$ cat config.mk
export PLATFORM = sky130hd
export DESIGN_NAME = dma_copy_engine
export DESIGN_NICKNAME = d
export VERILOG_FILES = /design/src/rtl/dma_copy_engine_pkg.sv /design/src/rtl/dma_copy_engine_word_counter.sv /design/src/rtl/dma_copy_engine.sv
export SDC_FILE = /design/constraint.sdc
export NUM_CORES = 1
export LEC_CHECK = 0
export BUFFER_PORTS_ARGS = -buffer_cell sky130_fd_sc_hd__buf_2
export CAP_MARGIN = 20
export CORE_MARGIN = 4
export CORE_UTILIZATION = 49
export CTS_BUF_LIST = sky130_fd_sc_hd__clkbuf_8
export DETAILED_ROUTE_END_ITERATION = 10
export GPL_TIMING_DRIVEN = 0
export PLACE_DENSITY_LB_ADDON = 0.1
export SLEW_MARGIN = 15
export SYNTH_ARGS = -nofsm -noshare
export SYNTH_HDL_FRONTEND = slang
export SYNTH_HIERARCHICAL = 1
export SYNTH_SLANG_ARGS = --single-unit
$ cat constraint.sdc
create_clock -name clk -period 3.6 [get_ports clk]
set_clock_uncertainty 0.05 [all_clocks]
set_input_delay 0.36 -clock clk [delete_from_list [all_inputs] [get_ports clk]]
set_output_delay 0.36 -clock clk [all_outputs]
set_load 0.03 [all_outputs]
$ cat src/rtl/dma_copy_engine_pkg.sv
// Shared parameters and FSM encoding for the DMA copy engine and its word counter.
package dma_copy_engine_pkg;

  localparam int ADDR_W_DEF = 8;
  localparam int DATA_W_DEF = 32;

  typedef enum logic [1:0] {
    IDLE  = 2'd0,
    READ  = 2'd1,
    WRITE = 2'd2,
    DONE  = 2'd3
  } dma_state_e;

endpackage

$ cat src/rtl/dma_copy_engine_word_counter.sv
// Word counter for the DMA engine: holds cnt, flags the last word and forms the
// source/destination addresses (modulo 2^ADDR_W) for the value cnt takes next cycle.
module dma_word_counter
  import dma_copy_engine_pkg::*;
#(
  parameter int ADDR_W = ADDR_W_DEF
) (
  input  logic              clk,
  input  logic              rst,
  input  logic              clr,
  input  logic              inc,
  input  logic [ADDR_W:0]   len,
  input  logic [ADDR_W-1:0] src_base,
  input  logic [ADDR_W-1:0] dst_base,
  output logic              last,
  output logic [ADDR_W-1:0] src_addr_next,
  output logic [ADDR_W-1:0] dst_addr_next
);

  localparam logic [ADDR_W:0] ONE = 1;

  logic [ADDR_W:0] cnt_q, cnt_d;

  // NOTE: every always_comb output gets a default first so no latch can be inferred.
  always_comb begin
    cnt_d = cnt_q;
    if (clr) begin
      cnt_d = '0;
    end else if (inc) begin
      cnt_d = cnt_q + ONE;
    end
  end

  // NOTE: sequential state uses non-blocking assignments only, so all flops update together.
  always_ff @(posedge clk or posedge rst) begin
    if (rst) begin
      cnt_q <= '0;
    end else begin
      cnt_q <= cnt_d;
    end
  end

  // cnt is one bit wider than an address so len = 2^ADDR_W terminates correctly.
  assign last          = (cnt_q + ONE) == len;
  assign src_addr_next = src_base + cnt_d[ADDR_W-1:0];
  assign dst_addr_next = dst_base + cnt_d[ADDR_W-1:0];

endmodule

$ cat src/rtl/dma_copy_engine.sv
// Word-granular DMA copy engine driving the shared data-memory port.
// Optional fill mode (constant pattern writes) is enabled by defining DMA_FILL_EN.
module dma_copy_engine
  import dma_copy_engine_pkg::*;
#(
  parameter int ADDR_W = ADDR_W_DEF,
  parameter int DATA_W = DATA_W_DEF
) (
  input  logic              clk,
  input  logic              rst,
`ifdef DMA_FILL_EN
  input  logic              fill,
  input  logic [DATA_W-1:0] fill_value,
`endif
  input  logic              start,
  input  logic [ADDR_W-1:0] src_addr,
  input  logic [ADDR_W-1:0] dst_addr,
  input  logic [ADDR_W:0]   len,
  output logic              busy,
  output logic              done,
  output logic [ADDR_W-1:0] mem_access_addr,
  output logic [DATA_W-1:0] mem_write_data,
  output logic              mem_write_en,
  output logic              mem_read,
  input  logic [DATA_W-1:0] mem_read_data
);

  dma_state_e        state_q, state_d;
  logic [ADDR_W-1:0] src_q, src_d, dst_q, dst_d;
  logic [ADDR_W:0]   len_q, len_d;
  logic              busy_q, busy_d, done_q, done_d;
  logic              mem_read_q, mem_read_d, mem_write_en_q, mem_write_en_d;
  logic [ADDR_W-1:0] mem_access_addr_q, mem_access_addr_d;
  logic [DATA_W-1:0] mem_write_data_q, mem_write_data_d;

  logic              cnt_clr, cnt_inc, last;
  logic [ADDR_W-1:0] src_base, dst_base, src_next, dst_next;

  logic              start_fill, run_fill;
  logic [DATA_W-1:0] start_fill_value, run_fill_value;

`ifdef DMA_FILL_EN
  logic              fill_q, fill_d;
  logic [DATA_W-1:0] fill_value_q, fill_value_d;

  always_comb begin
    fill_d       = fill_q;
    fill_value_d = fill_value_q;
    if (state_q == IDLE && start) begin
      fill_d       = fill;
      fill_value_d = fill_value;
    end
  end

  always_ff @(posedge clk or posedge rst) begin
    if (rst) begin
      fill_q       <= 1'b0;
      fill_value_q <= '0;
    end else begin
      fill_q       <= fill_d;
      fill_value_q <= fill_value_d;
    end
  end

  assign start_fill       = fill;
  assign start_fill_value = fill_value;
  assign run_fill         = fill_q;
  assign run_fill_value   = fill_value_q;
`else
  assign start_fill       = 1'b0;
  assign start_fill_value = '0;
  assign run_fill         = 1'b0;
  assign run_fill_value   = '0;
`endif

  dma_word_counter #(.ADDR_W(ADDR_W)) u_counter (
    .clk           (clk),
    .rst           (rst),
    .clr           (cnt_clr),
    .inc           (cnt_inc),
    .len           (len_q),
    .src_base      (src_base),
    .dst_base      (dst_base),
    .last          (last),
    .src_addr_next (src_next),
    .dst_addr_next (dst_next)
  );

  always_comb begin
    state_d           = state_q;
    src_d             = src_q;
    dst_d             = dst_q;
    len_d             = len_q;
    src_base          = src_q;
    dst_base          = dst_q;
    cnt_clr           = 1'b0;
    cnt_inc           = 1'b0;
    done_d            = 1'b0;
    mem_read_d        = 1'b0;
    mem_write_en_d    = 1'b0;
    mem_access_addr_d = '0;
    mem_write_data_d  = '0;

    unique case (state_q)
      IDLE: begin
        if (start) begin
          if (len == '0) begin
            state_d = DONE;
          end else begin
            src_d    = src_addr;
            dst_d    = dst_addr;
            len_d    = len;
            src_base = src_addr;
            dst_base = dst_addr;
            cnt_clr  = 1'b1;
            state_d  = start_fill ? WRITE : READ;
          end
        end
      end
      READ:  state_d = WRITE;
      WRITE: begin
        cnt_inc = 1'b1;
        if (last)          state_d = DONE;
        else if (run_fill) state_d = WRITE;
        else               state_d = READ;
      end
      DONE:  state_d = IDLE;
      default: state_d = IDLE;
    endcase

    // Outputs are registered: decode them from the state entered at this edge.
    unique case (state_d)
      READ: begin
        mem_read_d        = 1'b1;
        mem_access_addr_d = src_next;
      end
      WRITE: begin
        mem_write_en_d    = 1'b1;
        mem_access_addr_d = dst_next;
        if (state_q == READ)      mem_write_data_d = mem_read_data;
        else if (state_q == IDLE) mem_write_data_d = start_fill_value;
        else                      mem_write_data_d = run_fill_value;
      end
      DONE:    done_d = 1'b1;
      default: ;
    endcase
  end

  assign busy_d = (state_d != IDLE);

  always_ff @(posedge clk or posedge rst) begin
    if (rst) begin
      state_q           <= IDLE;
      src_q             <= '0;
      dst_q             <= '0;
      len_q             <= '0;
      busy_q            <= 1'b0;
      done_q            <= 1'b0;
      mem_read_q        <= 1'b0;
      mem_write_en_q    <= 1'b0;
      mem_access_addr_q <= '0;
      mem_write_data_q  <= '0;
    end else begin
      state_q           <= state_d;
      src_q             <= src_d;
      dst_q             <= dst_d;
      len_q             <= len_d;
      busy_q            <= busy_d;
      done_q            <= done_d;
      mem_read_q        <= mem_read_d;
      mem_write_en_q    <= mem_write_en_d;
      mem_access_addr_q <= mem_access_addr_d;
      mem_write_data_q  <= mem_write_data_d;
    end
  end

  assign busy            = busy_q;
  assign done            = done_q;
  assign mem_read        = mem_read_q;
  assign mem_write_en    = mem_write_en_q;
  assign mem_access_addr = mem_access_addr_q;
  assign mem_write_data  = mem_write_data_q;

endmodule

==> flow_summary.toml <==
[outcome]
status = "finished, final reports clean"

[timing]
fin_crit_sh_pct = 97.9
relSlewSlack_pct = 56.7
rsz0062_at_grt = "true"
whs_ns = 0.151
fin_crit_ns = 3.52
finalHoldViolations = 0
tightest_slew_ns = 0.643
finalSetupViolations = 0
fmax_ghz = 0.284
slew_viol_final = 0

[setup_path]
critical_path_class = "register to register"
path_max_fanout = 10
cp_data_required_time_ns = 3.78
cp_data_arrival_time_ns = 3.71
startpoint = "state_q[0]$_DFF_PP0_"
worst_setup_path_end_kind = "register"
cp-start-kind = "register"
r2r-start = "state_q[0]$_DFF_PP0_"

[floorplan]
die_w_um = 96.8
start_util_pct = 50.2
core_area_um2 = 7690
fp-row-count = 32
dieHeight_um = 96.8
dieArea_um2 = 9370
ios = 104

[cts]
htree_levels = 3
clock_latency_ns = 0.35
cts_buffer_depth = 2
cts_tree = "done"
cts_buffers = 9
clock_sinks = 80
clockRootBuffer = "clkbuf_8"
path_clk_slew_ns = 0.09

[yosys]
postSynthRegisterBits = 80
synth_edf_count = 0
yosys_warnings = 6
synthCells = 322
synth-seq-area-share_pct = 51.8
synth.distinct_cells = 45
ys_async_sr_fraction_pct = 100
syn_nets = 399
yosys.area.top_type = "dfrtp_1"
synthTopCellsByArea = "dfrtp_1, xnor2_1, and2_1, ha_1, mux2_4"
synth_top_area_share_pct = 51.8
mappedNetlistArea_um2 = 3860
syn_area_per_cell_um2 = 12.0
synth_ff_type = "dfrtp_1"

[placed_design]
io_buffers = 103
dp_hpwl_mm = 6.04
postPlaceCellArea_um2 = 4530
place.gp.congestion = 0.811

[cells_and_area]
drive_gt1_share_pct = 35.7
nNetsFinal = 517
final_common_cell = "buf_2"
fin_area_um2 = 4830
final_cell_mix = "buf_2, dfrtp_1, and2_1, xnor2_1, nor2_1"
syn2layout_area_growth_pct = 25.0
n_antenna_cell = 0

[grt]
grt_pass1_wl_mm = 13.5
grt_max_degree = 39
antenna_found_initial = 0
grt_overflow = 0
gr-usage-all-layers_pct = 17.8
grt_pass1_vias = 2889

[drt]
drtAntennaViolNets = 0
first_pass_iters = 4
routed_wl_mm = 7.94
routed_via_density = 5.04
drc = 0
first_iter_violations = 68
vias = 2756
avgRoutedWirePerCell_um = 14.5

[job]
drv_cap = 0

[worst_hold_path]
hp-start = "mem_read_data[9]"
hold_class = "input pin to register"

[pwr]
ir_worst_vdd_uv = 457
power_density_nw_per_um2 = 842
p_leak_nw = 2.51
[state kept, by name (all words and copies together) (netlist names)]
name / cells
mem_read: 1
len_q: 9
busy: 1
src_q: 8
mem_access_addr: 8
u_counter/cnt_q: 9
mem_write_en: 1
state_q: 2
mem_write_data: 32
done: 1
dst_q: 8
[critical path: stages, from the launching register on]
cell	delay, ns
dfrtp_1	0.39
or3b_1	0.39
a31o_1	0.20
buf_6	0.16
buf_12	0.16
mux2_4	0.30
ha_2	0.21
fa_2	0.37
a21o_1	0.17
a21oi_2	0.16
o21bai_1	0.08
a21oi_1	0.19
xnor2_1	0.12
nor3b_1	0.15
a221o_1	0.29
[cell families after synthesis]
| kind of cell | count (synthesis) | share of synthesized area, % |
|---|---|---|
| AND/OR/NAND/NOR | 98 | 15.8 |
| multiplexers | 19 | 6.51 |
| adder cells (fa/ha/maj) | 17 | 5.90 |
| flip-flops | 80 | 51.8 |
| XOR/XNOR | 33 | 7.48 |
| AO/OA/AOI/OAI | 51 | 9.26 |
| buffers and inverters | 24 | 3.21 |
[cell usage after synthesis (2+ instances only)]
cell type and n:
xor2_1 10, and2_1 32, a21o_1 4, mux2_4 10, nand2_1 5, nor2b_1 8
o21bai_1 4, and2b_1 2, nor2_1 16, nand4_4 2, ha_1 15, nand3_1 5
buf_2 5, a221o_1 8, a31oi_1 2, mux2_2 6, nor4_1 2, nor3b_1 8
clkbuf_1 5, mux2i_1 2, xnor2_1 23, o21ai_0 9, fa_1 2, dfrtp_1 80
nor3_1 4, nand2b_1 4, nand4_1 3, inv_1 9, a21oi_1 13, a22o_1 9
[layout make-up]
type                            count  area (um2)
Buffer                             14        92.6
Clock buffer                        9         124
Clock inverter                      7         128
Fill cell                         646        2860
Inverter                           10        42.5
Multi-Input combinational cell    218        1750
Sequential cell                    80        2000
Tap cell                          102         128
Timing Repair Buffer              107         561
[worst paths after layout]
kind                                                end  slack (ns)  cells past startpoint
min in group asynchronous  u_counter/cnt_q[4]$_DFF_PP0_        0.49                      3
min reg2reg                          src_q[3]$_DFF_PP0_        0.45                      1
max                        mem_access_addr[6]$_DFF_PP0_        0.08                     14
min                         mem_write_data[9]$_DFF_PP0_        0.15                      2
max reg2reg                mem_access_addr[6]$_DFF_PP0_        0.08                     14
max in group asynchronous          state_q[1]$_DFF_PP0_        2.43                      4
[where the power goes]
group	switching (mW)	total [mW]	internal, mW
combinational	1.06	1.94	0.882
clock	0.344	0.814	0.470
sequential	0.117	1.31	1.19
[per-stage QoR]
stage | setup TNS (ns) | setup slack (ns) | std cells | power [mW] | util, %
final | 0 | 0.0751 | 547 | 4.06 | 62.8
after floorplan | 0 | 0.175 | 322 | 2.79 | -
after global routing | -0.0755 | -0.0446 | 547 | 4.36 | 62.8
after CTS | 0 | 0.0288 | 547 | 4.11 | 62.7
after global placement | -0.573 | -0.258 | 527 | 3.20 | 58.6
after detailed placement | -0.665 | -0.322 | 528 | 3.24 | 58.9
[repair_timing]
| action | 4_1_cts | 5_1_grt |
|---|---|---|
| setup buffers | 2 | 0 |
| pin swaps | 1 | 2 |
| gates resized for setup | 5 | 3 |
| hold endpoints to repair | 42 | 0 |
| endpoints found under the setup margin | 2 | 2 |
| hold buffers | 1 | 0 |
[metal layers]
layer  global-route usage [%]  routed length, um  vias to the layer above
met2                     29.5               3850                       73
met3                     3.75                358                       13
met1                     23.1               3570                     1324
li1                         -                  -                     1346
met4                     6.80                154                        0
met5                        0                  0                        -
Note: power is estimated with default switching activity, not from simulation.
